==> src/rtl/vector_load_store_unit_pkg.sv <==
// Shared widths, FSM state encoding and command record for the vector load/store unit.
// Imported by the address generator and the top-level sequencer.
package vector_load_store_unit_pkg;

  localparam int DATA_FIELD_WIDTH = 32;
  localparam int ADDR_FIELD_WIDTH = 16;
  localparam int BYTE             = 8;
  localparam int WE_W             = DATA_FIELD_WIDTH / BYTE;

  localparam int MAX_VLEN  = 64;
  localparam int NUM_VREGS = 8;
  localparam int VREG_W    = $clog2(NUM_VREGS);
  localparam int LEN_W     = $clog2(MAX_VLEN + 1);
  localparam int IDX_W     = $clog2(MAX_VLEN);

  typedef enum logic [2:0] {
    IDLE,
    STORE,
    LOAD,
    DRAIN,
    DONE
  } vls_state_e;

  typedef struct packed {
    logic                        store;
    logic [ADDR_FIELD_WIDTH-1:0] base;
    logic [ADDR_FIELD_WIDTH-1:0] stride;
    logic [LEN_W-1:0]            len;
    logic [VREG_W-1:0]           vreg;
  } vls_cmd_t;

  // Requests longer than a vector register are truncated to a full register.
  function automatic logic [LEN_W-1:0] clamp_len(input logic [LEN_W-1:0] len);
    return (len > LEN_W'(MAX_VLEN)) ? LEN_W'(MAX_VLEN) : len;
  endfunction

endpackage

==> src/rtl/vector_addr_gen.sv <==
// Element address accumulator (base + k*stride) with element counter.
// load starts a new vector; step advances one element and holds on the last one.
module vector_addr_gen
  import vector_load_store_unit_pkg::*;
(
  input  logic                        clk,
  input  logic                        reset,
  input  logic                        load,
  input  logic                        step,
  input  logic [ADDR_FIELD_WIDTH-1:0] base,
  input  logic [ADDR_FIELD_WIDTH-1:0] stride,
  input  logic [LEN_W-1:0]            len,
  output logic [ADDR_FIELD_WIDTH-1:0] addr,
  output logic [IDX_W-1:0]            idx,
  output logic                        last
);

  logic [ADDR_FIELD_WIDTH-1:0] addr_q, addr_d;
  logic [IDX_W-1:0]            idx_q,  idx_d;
  logic [LEN_W-1:0]            len_q,  len_d;

  // A zero len_q makes len_q-1 all ones, which no index reaches.
  assign last = ({1'b0, idx_q} == (len_q - LEN_W'(1)));
  assign addr = addr_q;
  assign idx  = idx_q;

  always_comb begin
    // NOTE: every always_comb target gets a default first so no path leaves it unassigned (no latch).
    addr_d = addr_q;
    idx_d  = idx_q;
    len_d  = len_q;
    if (load) begin
      addr_d = base;
      idx_d  = '0;
      len_d  = len;
    end else if (step && !last) begin
      addr_d = addr_q + stride;
      idx_d  = idx_q + IDX_W'(1);
    end
  end

  always_ff @(posedge clk) begin
    // NOTE: state flops use non-blocking assignments so every flop samples pre-edge values.
    if (reset) begin
      addr_q <= '0;
      idx_q  <= '0;
      len_q  <= '0;
    end else begin
      addr_q <= addr_d;
      idx_q  <= idx_d;
      len_q  <= len_d;
    end
  end

endmodule

==> src/rtl/vector_load_store_unit.sv <==
// Sequences one vector load or store into per-element word accesses on a
// single-port memory, absorbing the memory's one-cycle registered read.
module vector_load_store_unit
  import vector_load_store_unit_pkg::*;
(
  input  logic                        clk,
  input  logic                        reset,
  input  logic                        cmd_valid,
  output logic                        cmd_ready,
  input  logic                        cmd_store,
  input  logic [ADDR_FIELD_WIDTH-1:0] cmd_base,
  input  logic [ADDR_FIELD_WIDTH-1:0] cmd_stride,
  input  logic [LEN_W-1:0]            cmd_len,
  input  logic [VREG_W-1:0]           cmd_vreg,
  output logic                        done,
  output logic [VREG_W-1:0]           vrf_rd_reg,
  output logic [IDX_W-1:0]            vrf_rd_idx,
  input  logic [DATA_FIELD_WIDTH-1:0] vrf_rd_data,
  output logic                        vrf_wr_en,
  output logic [VREG_W-1:0]           vrf_wr_reg,
  output logic [IDX_W-1:0]            vrf_wr_idx,
  output logic [DATA_FIELD_WIDTH-1:0] vrf_wr_data,
  output logic                        mem_write,
  output logic [WE_W-1:0]             mem_we,
  output logic [ADDR_FIELD_WIDTH-1:0] mem_addr,
  output logic [DATA_FIELD_WIDTH-1:0] mem_data,
  input  logic [DATA_FIELD_WIDTH-1:0] mem_q
);

  vls_state_e                  state_q, state_d;
  logic [ADDR_FIELD_WIDTH-1:0] stride_q, stride_d;
  logic [VREG_W-1:0]           vreg_q, vreg_d;
  logic                        wb_valid_q, wb_valid_d;
  logic [IDX_W-1:0]            wb_idx_q, wb_idx_d;

  vls_cmd_t                    cmd_in;
  logic                        gen_load, gen_step, gen_last;
  logic [ADDR_FIELD_WIDTH-1:0] gen_addr;
  logic [IDX_W-1:0]            gen_idx;

  always_comb begin
    cmd_in        = '0;
    cmd_in.store  = cmd_store;
    cmd_in.base   = cmd_base;
    cmd_in.stride = cmd_stride;
    cmd_in.len    = clamp_len(cmd_len);
    cmd_in.vreg   = cmd_vreg;
  end

  // The generator is only reloaded for non-empty commands so mem_addr keeps its last value.
  vector_addr_gen u_addr_gen (
    .clk    (clk),
    .reset  (reset),
    .load   (gen_load),
    .step   (gen_step),
    .base   (cmd_in.base),
    .stride (stride_q),
    .len    (cmd_in.len),
    .addr   (gen_addr),
    .idx    (gen_idx),
    .last   (gen_last)
  );

  always_comb begin
    state_d    = state_q;
    stride_d   = stride_q;
    vreg_d     = vreg_q;
    wb_valid_d = 1'b0;
    wb_idx_d   = '0;
    gen_load   = 1'b0;
    gen_step   = 1'b0;
    cmd_ready  = 1'b0;
    done       = 1'b0;
    mem_write  = 1'b0;
    mem_we     = '0;
    mem_data   = '0;
    vrf_rd_idx = '0;

    case (state_q)
      IDLE: begin
        cmd_ready = 1'b1;
        if (cmd_valid) begin
          stride_d = cmd_in.stride;
          vreg_d   = cmd_in.vreg;
          gen_load = (cmd_in.len != '0);
          if (cmd_in.len == '0)  state_d = DONE;
          else if (cmd_in.store) state_d = STORE;
          else                   state_d = LOAD;
        end
      end
      STORE: begin
        mem_write  = 1'b1;
        mem_we     = '1;
        mem_data   = vrf_rd_data;
        vrf_rd_idx = gen_idx;
        gen_step   = 1'b1;
        if (gen_last) state_d = DONE;
      end
      LOAD: begin
        // Read data returns next cycle; remember which element it belongs to.
        gen_step   = 1'b1;
        wb_valid_d = 1'b1;
        wb_idx_d   = gen_idx;
        if (gen_last) state_d = DRAIN;
      end
      DRAIN:   state_d = DONE;
      DONE: begin
        done    = 1'b1;
        state_d = IDLE;
      end
      default: state_d = IDLE;
    endcase
  end

  always_ff @(posedge clk) begin
    if (reset) begin
      state_q    <= IDLE;
      stride_q   <= '0;
      vreg_q     <= '0;
      wb_valid_q <= 1'b0;
      wb_idx_q   <= '0;
    end else begin
      state_q    <= state_d;
      stride_q   <= stride_d;
      vreg_q     <= vreg_d;
      wb_valid_q <= wb_valid_d;
      wb_idx_q   <= wb_idx_d;
    end
  end

  assign mem_addr    = gen_addr;
  assign vrf_rd_reg  = vreg_q;
  assign vrf_wr_reg  = vreg_q;
  assign vrf_wr_en   = wb_valid_q;
  assign vrf_wr_idx  = wb_idx_q;
  assign vrf_wr_data = wb_valid_q ? mem_q : '0;

endmodule

==> config.mk <==
export PLATFORM = sky130hd
export DESIGN_NAME = vector_load_store_unit
export DESIGN_NICKNAME = d
export VERILOG_FILES = /design/src/rtl/vector_load_store_unit_pkg.sv /design/src/rtl/vector_addr_gen.sv /design/src/rtl/vector_load_store_unit.sv
export SDC_FILE = /design/constraint.sdc
export NUM_CORES = 1
export LEC_CHECK = 0
export CORE_ASPECT_RATIO = 0.9
export CORE_UTILIZATION = 42
export DETAILED_ROUTE_END_ITERATION = 12
export GPL_TIMING_DRIVEN = 0
export PLACE_DENSITY = 0.87
export SYNTH_ARGS = -nofsm -noshare
export SYNTH_HDL_FRONTEND = slang
export SYNTH_HIERARCHICAL = 1
export SYNTH_SLANG_ARGS = --single-unit
==> constraint.sdc <==
create_clock -name clk -period 6 [get_ports clk]
set_input_delay 1.2 -clock clk [delete_from_list [all_inputs] [get_ports clk]]
set_output_delay 1.2 -clock clk [all_outputs]
set_load 0.02 [all_outputs]
==> results by group <==
Logic synthesis
  – Mapped Nets: 598
  – Ys flop type: dfxtp_1
  – YS warnings: 6
  – Number of enable flip-flop cells after synthesis: 0
  – Cells after synthesis: 470
  – Cell taking the most area after synthesis: dfxtp_1
  – Sequential-to-total area share from yosys stat: 0.307
  – Seq cells post-synth: 58
  – Mapped Area: 3780 um2
  – Post-synth cell types: 52
  – Asr flop ratio synth: 0
  – Mean Syn Cell Area: 8.04 um2
  – Area share of the largest cell type after synthesis: 0.307
  – Top post-synthesis cells by area: dfxtp_1, and3_1, and2_1

Routing
  – # DRC: 0
  – Vias per inst: 5.31
  – Routed WL per cell: 15.9 um
  – Post-Route WL: 13000 um
  – DR pass1 iterations: 5
  – Vias: 4357
  – Initial DRC Count: 147
  – Post-route antenna net violation count: 0

Timing
  – Fmax: 274 MHz
  – Setup ws final: 2350 ps
  – Final Hold Fails: 0
  – RSZ-0062 raised after global routing: false
  – Setup TNS: 0 ps
  – Post-layout minimum cycle time: 3650 ps
  – Worst Max-Slew Pin Slew: 595 ps
  – Max Slew Vio Count: 0
  – Layout Skew: 7.45 ps
  – Slew headroom: 0.600
  – Final setup viols: 0
  – Fin crit share: 0.609

Worst setup path
  – Required @ worst endpoint: 4800 ps
  – Critical Path AT: 2450 ps
  – CP Class: input pin to output port
  – Critical path startpoint category: input pin
  – CP max FO: 1
  – Worst setup EP type: output port

Clock tree
  – Inserted Clock Buffers: 9
  – H-tree lvl count: 3
  – CTS Sinks: 58
  – Postcts setup bufs: 0
  – Reg clk slew, reported paths: 60 ps
  – Hold_buf cts: 0
  – CTS tree: built
  – Worst-Skew Late Latency: 350 ps
  – Root Driver: clkbuf_8
  – Number of buffers on the longest clock path: 2
  – Post-cts gate resize count: 0

Power
  – Total power: 1.73 mW
  – Pleak: 2.67 nW
  – PwrDens: 276 nW/um2
  – Peak supply drop: 0.227 mV

Place
  – Worst slack, placed: 2140 ps
  – Post-DP Area: 6080 um2
  – Port bufs: 215
  – GPL Wtd Cong: 0.866
  – Post-DP HPWL: 10200 um

Floorplan
  – IO Count: 216
  – Die area: 9390 um2
  – Core Area: 8650 um2
  – Site Rows: 32
  – DIE WIDTH: 102 um
  – Die Height: 92.0 um
  – Initial core utilization: 0.437

Finish
  – # nets final: 824
  – Commonest non-fill, non-tap cell in the layout: clkdlybuf4s50_1
  – Design Area, Final: 6290 um2
  – Antenna Cells: 0
  – Most frequent cells in the layout: clkdlybuf4s50_1, nand2_1, dfxtp_1
  – Layout cells sized above 1: 0.0528
  – Synthesis-to-finish area growth: 66.2%

Min path
  – Hold WC Path Type: flop to flop

Status
  – Status: finished, final reports clean

Global route
  – GRT Total Usage: 0.279
  – Largest net degree at the start of global routing: 13
  – Vias in the first global route: 4303
  – Initial antenna violation count: 0
  – First-pass GRT wire length: 20400 um
  – Total grt overflow: 0

Flow run
  – Max Cap Violations: 0
cells by family after synthesis:
family / count (synthesis) / share of synthesized area
AO/OA/AOI/OAI: 95 / 0.166
XOR/XNOR: 26 / 0.0602
adder cells (fa/ha/maj): 18 / 0.0615
buffers and inverters: 44 / 0.0576
flip-flops: 58 / 0.307
multiplexers: 18 / 0.0476
AND/OR/NAND/NOR: 211 / 0.300
power by group:
| group | internal, mW | switching (mW) | leakage [nW] |
|---|---|---|---|
| Combinational | 0.416 | 0.448 | 2.09 |
| Sequential | 0.441 | 0.0552 | 0.475 |
| Clock | 0.212 | 0.163 | 0.105 |
metal layers:
layer / up-vias / wire, um / track usage
li1: 2087 / - / -
met3: 48 / 1090 / 0.0663
met4: 0 / 538 / 0.133
met2: 225 / 6600 / 0.510
met1: 1997 / 4810 / 0.297
met5: - / 0 / 0
synth_stat cells, drive strengths merged (5+ instances only):
| cell type | instances |
|---|---|
| nor2 | 27 |
| inv | 8 |
| dfxtp | 58 |
| a21o | 5 |
| a21oi | 39 |
| o211a | 9 |
| nor3 | 6 |
| nand2 | 62 |
| ha | 17 |
| o21ai | 13 |
| a31oi | 7 |
| clkbuf | 22 |
| mux2i | 18 |
| and2 | 40 |
| xor2 | 10 |
| nor2b | 8 |
| buf | 14 |
| and3 | 41 |
| xnor2 | 16 |
stage by stage:
stage / cells / hold slack [ps] / util
global placement: 804 / 450 / 0.703
CTS: 820 / 463 / 0.727
finish: 820 / 460 / 0.727
floorplan: 470 / 441 / -
global route: 820 / 484 / 0.727
detailed placement: 804 / 454 / 0.703
final timing paths:
check / from / to / slack (ps) / depth (start not counted)
max: vrf_rd_data[4] / mem_data[4] / 2350 / 3
min: stride_q[0]$_SDFFE_PP0P_ / stride_q[0]$_SDFFE_PP0P_ / 460 / 2
max reg2reg: u_addr_gen/addr[0]$_SDFFE_PP0P_ / u_addr_gen/addr[12]$_SDFFE_PP0P_ / 3320 / 9
min reg2reg: stride_q[0]$_SDFFE_PP0P_ / stride_q[0]$_SDFFE_PP0P_ / 460 / 2
final cells by class:
class / count / area (um2)
Timing Repair Buffer: 215 / 2150
Buffer: 36 / 188
Tap cell: 119 / 149
Inverter: 8 / 30.0
Clock buffer: 11 / 151
Fill cell: 690 / 2360
Multi-Input combinational cell: 368 / 2400
Clock inverter: 5 / 52.6
Sequential cell: 58 / 1160
critical path, stage by stage:
cell and delay [ps]:
clkdlybuf4s50_1 470, and3_1 170, clkdlybuf4s50_1 610
Power figures use the tool's default switching activity.
